==> src/rtl/seg_monitor_if.sv <==
// seg_monitor_if: segment bus, error clear and decoded status between a display source and the monitor.
interface seg_monitor_if;
    logic [6:0] seg;
    logic       clr_err;
    logic [3:0] value;
    logic       valid;
    logic [1:0] dir;
    logic       step;
    logic       step_err;
    logic       illegal;
    logic [7:0] err_cnt;
    modport master (output seg, clr_err, input value, valid, dir, step, step_err, illegal, err_cnt);
    modport slave  (input seg, clr_err, output value, valid, dir, step, step_err, illegal, err_cnt);
endinterface

==> src/rtl/seg_monitor.sv <==
// seg_monitor: filters and decodes an active-low seven-segment bus, classifies digit changes
// against a modulo-MOD count and accumulates a saturating error count.
module seg_monitor #(
    parameter int STABLE = 4,
    parameter int MOD    = 8
) (
    input logic clk,
    input logic rst_n,
    seg_monitor_if.slave bus
);
    typedef enum logic {S_WAIT, S_TRACK} state_t;
    localparam logic [4:0] M = 5'(MOD);
    localparam logic [3:0] S = 4'(STABLE);
    state_t     state;
    logic [6:0] s1, s2, cand, last;
    logic [3:0] cnt, d;
    logic [4:0] up_v, dn_v;
    logic       acc, blank, legal, bad, up, dn, jump, ev;
    always_comb begin
        legal = 1'b1;
        d = 4'h0;
        case (cand)
            7'h40: d = 4'h0;
            7'h79: d = 4'h1;
            7'h24: d = 4'h2;
            7'h30: d = 4'h3;
            7'h19: d = 4'h4;
            7'h12: d = 4'h5;
            7'h02: d = 4'h6;
            7'h78: d = 4'h7;
            7'h00: d = 4'h8;
            7'h10: d = 4'h9;
            7'h08: d = 4'hA;
            7'h03: d = 4'hB;
            7'h46: d = 4'hC;
            7'h21: d = 4'hD;
            7'h06: d = 4'hE;
            7'h0E: d = 4'hF;
            default: legal = 1'b0;
        endcase
        blank = cand == 7'h7F;
        bad   = legal ? {1'b0, d} >= M : !blank;
        acc   = cnt == S && cand != last;
        up_v  = ({1'b0, bus.value} + 5'd1 == M) ? 5'd0 : {1'b0, bus.value} + 5'd1;
        dn_v  = (bus.value == 4'h0) ? M - 5'd1 : {1'b0, bus.value} - 5'd1;
        up    = {1'b0, d} == up_v;
        dn    = {1'b0, d} == dn_v;
        jump  = acc && !blank && !bad && state == S_TRACK && !up && !dn;
        ev    = jump || (acc && bad);
    end
    always_ff @(posedge clk or negedge rst_n) begin
        if (!rst_n) begin
            s1 <= 7'h7F;
            s2 <= 7'h7F;
            cand <= 7'h7F;
            last <= 7'h7F;
            cnt <= 4'h0;
            state <= S_WAIT;
            bus.value <= 4'h0;
            bus.valid <= 1'b0;
            bus.dir <= 2'b00;
            bus.step <= 1'b0;
            bus.step_err <= 1'b0;
            bus.illegal <= 1'b0;
            bus.err_cnt <= 8'h00;
        end else begin
            s1 <= bus.seg;
            s2 <= s1;
            if (s2 != cand) begin
                cand <= s2;
                cnt <= 4'h1;
            end else if (cnt != S) begin
                cnt <= cnt + 4'h1;
            end
            bus.step <= 1'b0;
            bus.step_err <= 1'b0;
            bus.illegal <= 1'b0;
            bus.err_cnt <= bus.clr_err ? {7'h00, ev} : (ev && bus.err_cnt != 8'hFF) ? bus.err_cnt + 8'h01 : bus.err_cnt;
            if (acc) begin
                last <= cand;
                if (blank) begin
                    bus.valid <= 1'b0;
                    bus.dir <= 2'b00;
                    state <= S_WAIT;
                end else if (bad) begin
                    bus.illegal <= 1'b1;
                    bus.valid <= 1'b0;
                    state <= S_WAIT;
                end else if (state == S_WAIT) begin
                    bus.value <= d;
                    bus.valid <= 1'b1;
                    bus.dir <= 2'b00;
                    state <= S_TRACK;
                end else begin
                    bus.value <= d;
                    bus.step <= 1'b1;
                    bus.step_err <= jump;
                    bus.dir <= up ? 2'b01 : dn ? 2'b10 : 2'b11;
                end
            end
        end
    end
endmodule
==> src/flat_wrapper.sv <==
// flat-port wrapper written by rule: the top's interface ports become plain ports
module seg_monitor_flat 
#(
    parameter int STABLE = 4,
    parameter int MOD    = 8
)
  (clk, rst_n, bus_seg, bus_clr_err, bus_value, bus_valid, bus_dir, bus_step, bus_step_err, bus_illegal, bus_err_cnt);
  seg_monitor_if bus_i ();
  input logic clk;
  input logic rst_n;
  input wire logic [$bits(bus_i.seg)-1:0] bus_seg;
  input wire logic [$bits(bus_i.clr_err)-1:0] bus_clr_err;
  output wire logic [$bits(bus_i.value)-1:0] bus_value;
  output wire logic [$bits(bus_i.valid)-1:0] bus_valid;
  output wire logic [$bits(bus_i.dir)-1:0] bus_dir;
  output wire logic [$bits(bus_i.step)-1:0] bus_step;
  output wire logic [$bits(bus_i.step_err)-1:0] bus_step_err;
  output wire logic [$bits(bus_i.illegal)-1:0] bus_illegal;
  output wire logic [$bits(bus_i.err_cnt)-1:0] bus_err_cnt;
  assign bus_i.seg = bus_seg;
  assign bus_i.clr_err = bus_clr_err;
  assign bus_value = bus_i.value;
  assign bus_valid = bus_i.valid;
  assign bus_dir = bus_i.dir;
  assign bus_step = bus_i.step;
  assign bus_step_err = bus_i.step_err;
  assign bus_illegal = bus_i.illegal;
  assign bus_err_cnt = bus_i.err_cnt;
  seg_monitor #(.STABLE(STABLE), .MOD(MOD)) u_core (.clk(clk), .rst_n(rst_n), .bus(bus_i));
endmodule
==> config.mk <==
export PLATFORM = sky130hd
export DESIGN_NAME = seg_monitor_flat
export DESIGN_NICKNAME = d
export VERILOG_FILES = /design/src/rtl/seg_monitor_if.sv /design/src/rtl/seg_monitor.sv /design/src/flat_wrapper.sv
export SDC_FILE = /design/constraint.sdc
export NUM_CORES = 1
export LEC_CHECK = 0
export CAP_MARGIN = 20
export CORE_UTILIZATION = 55
export CTS_CLUSTER_SIZE = 28
export DETAILED_ROUTE_END_ITERATION = 12
export PLACE_DENSITY = 0.83
export SLEW_MARGIN = 40
export SYNTH_ARGS = -nofsm -noshare
export SYNTH_HDL_FRONTEND = slang
export SYNTH_SLANG_ARGS = --single-unit
==> constraint.sdc <==
create_clock -name clk -period 8 [get_ports clk]
set_input_delay 1.6 -clock clk [delete_from_list [all_inputs] [get_ports clk]]
set_output_delay 1.6 -clock clk [all_outputs]
set_load 0.01 [all_outputs]
==> impl_metrics.py <==
metrics = {
    "status": {
        "status": "complete, no violations",
    },
    "clocking": {
        "cts_tree": "done",
        "cts_buffers": 5,
        "htree_levels": 2,
        "clk_latency_ns": 0.30,
        "clk_pin_slew_ns": 0.10,
        "cts_sinks": 51,
        "postCtsHoldBufs": 0,
        "cts_resized": 0,
        "clockRootBuffer": "clkbuf_8",
        "clk_path_buf_depth": 2,
        "cts_setup_buffers": 0,
    },
    "synth": {
        "ys.flop_type": "dfstp_2",
        "yosysWarningCount": 0,
        "synth_seq_cells": 51,
        "netlist_area_um2": 2740,
        "syn-instance-count": 257,
        "syn-num-nets": 272,
        "synthArstFlopShare_pct": 100,
        "yosysUniqueCellTypes": 58,
        "synth-edff-count": 0,
        "yosysSeqAreaShare_pct": 47.9,
        "post_synth.cell_area_avg_um2": 10.7,
    },
    "min_path": {
        "hold_start": "u_core.s1[1]",
        "hold_depth": 0,
        "hp-class": "flop to flop",
        "min_to": "u_core.s2[1]",
    },
    "setup_path": {
        "crit_fanout": 15,
        "r2r.worst_path.cells": 9,
        "cp.required_ns": 8.23,
        "path_cells": "nor4b_2, nand2_1, a311oi_1, o21bai_1, nand2_4, a311oi_4, a21oi_2, or4_1, a21oi_1",
        "cp.arrival_ns": 3.40,
        "regToRegSetupSlack_ns": 4.83,
        "endpoint_kind": "flop",
        "critPathLaunchType": "flop",
        "r2r_end": "u_core.bus.err_cnt[4]",
        "slowest_stage": "dfstp_2",
        "crit_type": "flop to flop",
        "critPathMaxStageDelay_ns": 0.74,
        "r2r_start": "u_core.cand[6]",
    },
    "detailed_routing": {
        "vias": 1926,
        "drc": 0,
        "wl_per_cell_um": 13.7,
        "drt_iter0_drc": 142,
        "route.antenna.remaining_nets": 0,
        "firstDrtPassIters": 4,
        "finalWirelength_mm": 4.67,
        "vias_per_cell": 5.65,
    },
    "power_and_ir_drop": {
        "power.total_mw": 0.465,
        "peakVddDrop_uv": 138,
        "powerDensity_nw_per_um2": 150,
        "p_leak_nw": 1.22,
    },
    "floorplan": {
        "chipHeight_um": 72.6,
        "core_area_um2": 4750,
        "num_rows": 25,
        "ios": 28,
        "die_w_um": 72.6,
        "dieArea_um2": 5270,
        "initial_utilization_pct": 57.6,
    },
    "place": {
        "portBuffers": 27,
        "place.detailed.hpwl_mm": 3.19,
        "gp_congestion": 0.825,
        "postPlaceCellArea_um2": 2990,
    },
    "final_layout": {
        "drive_above_1_share_pct": 21.5,
        "area_delta_synth_final_pct": 12.8,
        "final_common_cell": "dfstp_2",
        "layout_common_cells": "dfstp_2, clkdlybuf4s50_1, dfrtp_1",
        "fin_nets": 288,
        "n_antenna_cell": 0,
        "final_area_um2": 3090,
    },
    "grt": {
        "grt.busiest_layer": "met2",
        "grt_pass1_vias": 1816,
        "use_met3_pct": 3.18,
        "grt_overflow": 0,
        "grt_pass1_wl_mm": 8.11,
        "track_usage_pct": 19.9,
        "met1_usage_pct": 28.3,
        "antenna_found_initial": 0,
        "grt_max_degree": 52,
        "gr-usage-met2_pct": 30.3,
    },
    "sta": {
        "rsz0062_at_grt": "false",
        "min_period_over_period_pct": 39.6,
        "tns_ns": 0,
        "finClkSkew_ns": 0.00452,
        "period_needed_ns": 3.17,
        "finalMaxSlewViolations": 0,
        "setup_viol": 0,
        "maxSlewHeadroom_pct": 58.7,
        "finalHoldViolCount": 0,
        "fmax_ghz": 0.316,
        "worst_pin_slew_ns": 0.620,
    },
    "flow_run": {
        "maxCapViolCount": 0,
    },
}
[metal layers]
metal | vias to the layer above | wire length [µm]
met1 | 940 | 2270
met5 | - | 0
li1 | 932 | -
met3 | 8 | 173
met2 | 46 | 2150
met4 | 0 | 77
[kinds of logic (layout without fill, tap and decap cells)]
logic type | count (synthesis) | in the layout | share of synthesized area [%]
buffers and inverters | 31 | 48 | 5.43
muxes | 9 | 9 | 3.52
and+or+nand+nor | 87 | 87 | 19.0
AOI/OAI and AO/OA | 48 | 48 | 13.3
adders and majority gates | 5 | 5 | 2.28
DFF | 51 | 51 | 47.9
xor gates and xnor gates | 26 | 26 | 8.58
[synth_stat cells (all sizes together), types with 4 or more instances]
master,number,area (µm²)
a21oi,12,63.8
a31oi,5,31.3
buf,10,70.1
clkbuf,9,33.8
dfrtp,23,576
dfstp,28,736
ha,5,62.6
inv,12,45.0
mux2,5,56.3
mux2i,4,40.0
nand2,17,71.3
nand2b,5,31.3
nand3,8,45.0
nor2,17,63.8
nor3,5,25.0
nor3b,4,41.3
nor4,5,46.3
nor4b,4,41.3
o21ai,9,45.0
o31ai,4,30.0
xnor2,15,131
xor2,11,104
[state kept, by name, summed over array words and instances, names as in the netlist]
name / cells
u_core.state: 1
u_core.last: 7
u_core.bus.valid: 1
u_core.s2: 7
u_core.cnt: 4
u_core.bus.illegal: 1
u_core.bus.step: 1
u_core.cand: 7
u_core.s1: 7
u_core.bus.err_cnt: 8
u_core.bus.value: 4
u_core.bus.dir: 2
u_core.bus.step_err: 1
[worst max path at each step]
stage                               from               endpoint
after CTS                 u_core.cand[6]  u_core.bus.err_cnt[4]
final                     u_core.cand[6]  u_core.bus.err_cnt[4]
after global placement    u_core.cand[6]  u_core.bus.err_cnt[5]
after global routing      u_core.cand[6]  u_core.bus.err_cnt[3]
after floorplan           u_core.cand[0]  u_core.bus.err_cnt[5]
after detailed placement  u_core.cand[6]  u_core.bus.err_cnt[5]
[layout make-up]
class                      instances  area (µm²)
clock inverter                     3        28.8
multi-input combinational        175        1280
clock buffer                       5        68.8
fill                             386        1660
timing repair buffer              28         273
tap                               67        83.8
inverter                          12        45.0
sequential                        51        1310
[critical path: cells and delay by family (launching register included)]
family | cells | cell delay [ns]
simple gates | 4 | 1.12
flops | 1 | 0.74
compound gates | 5 | 1.24
[stage by stage]
| step | hold WS [ns] | utilization (%) | worst slack, ns | cells |
|---|---|---|---|---|
| detailed placement | 0.348 | 62.9 | 4.88 | 333 |
| global route | 0.366 | 65.0 | 4.57 | 341 |
| global placement | 0.345 | 62.9 | 4.93 | 333 |
| finish | 0.358 | 65.0 | 4.83 | 341 |
| CTS | 0.363 | 65.0 | 4.85 | 341 |
| floorplan | 0.345 | - | 5.33 | 257 |
[report_power, final]
group / switching, mW / internal [mW] / leakage [nW]
clock: 0.0902 / 0.0649 / 0.0502
sequential: 0.0112 / 0.268 / 0.609
combinational: 0.0159 / 0.0145 / 0.558
total: 0.117 / 0.347 / 1.22
Note: power is estimated with default switching activity, not from simulation.
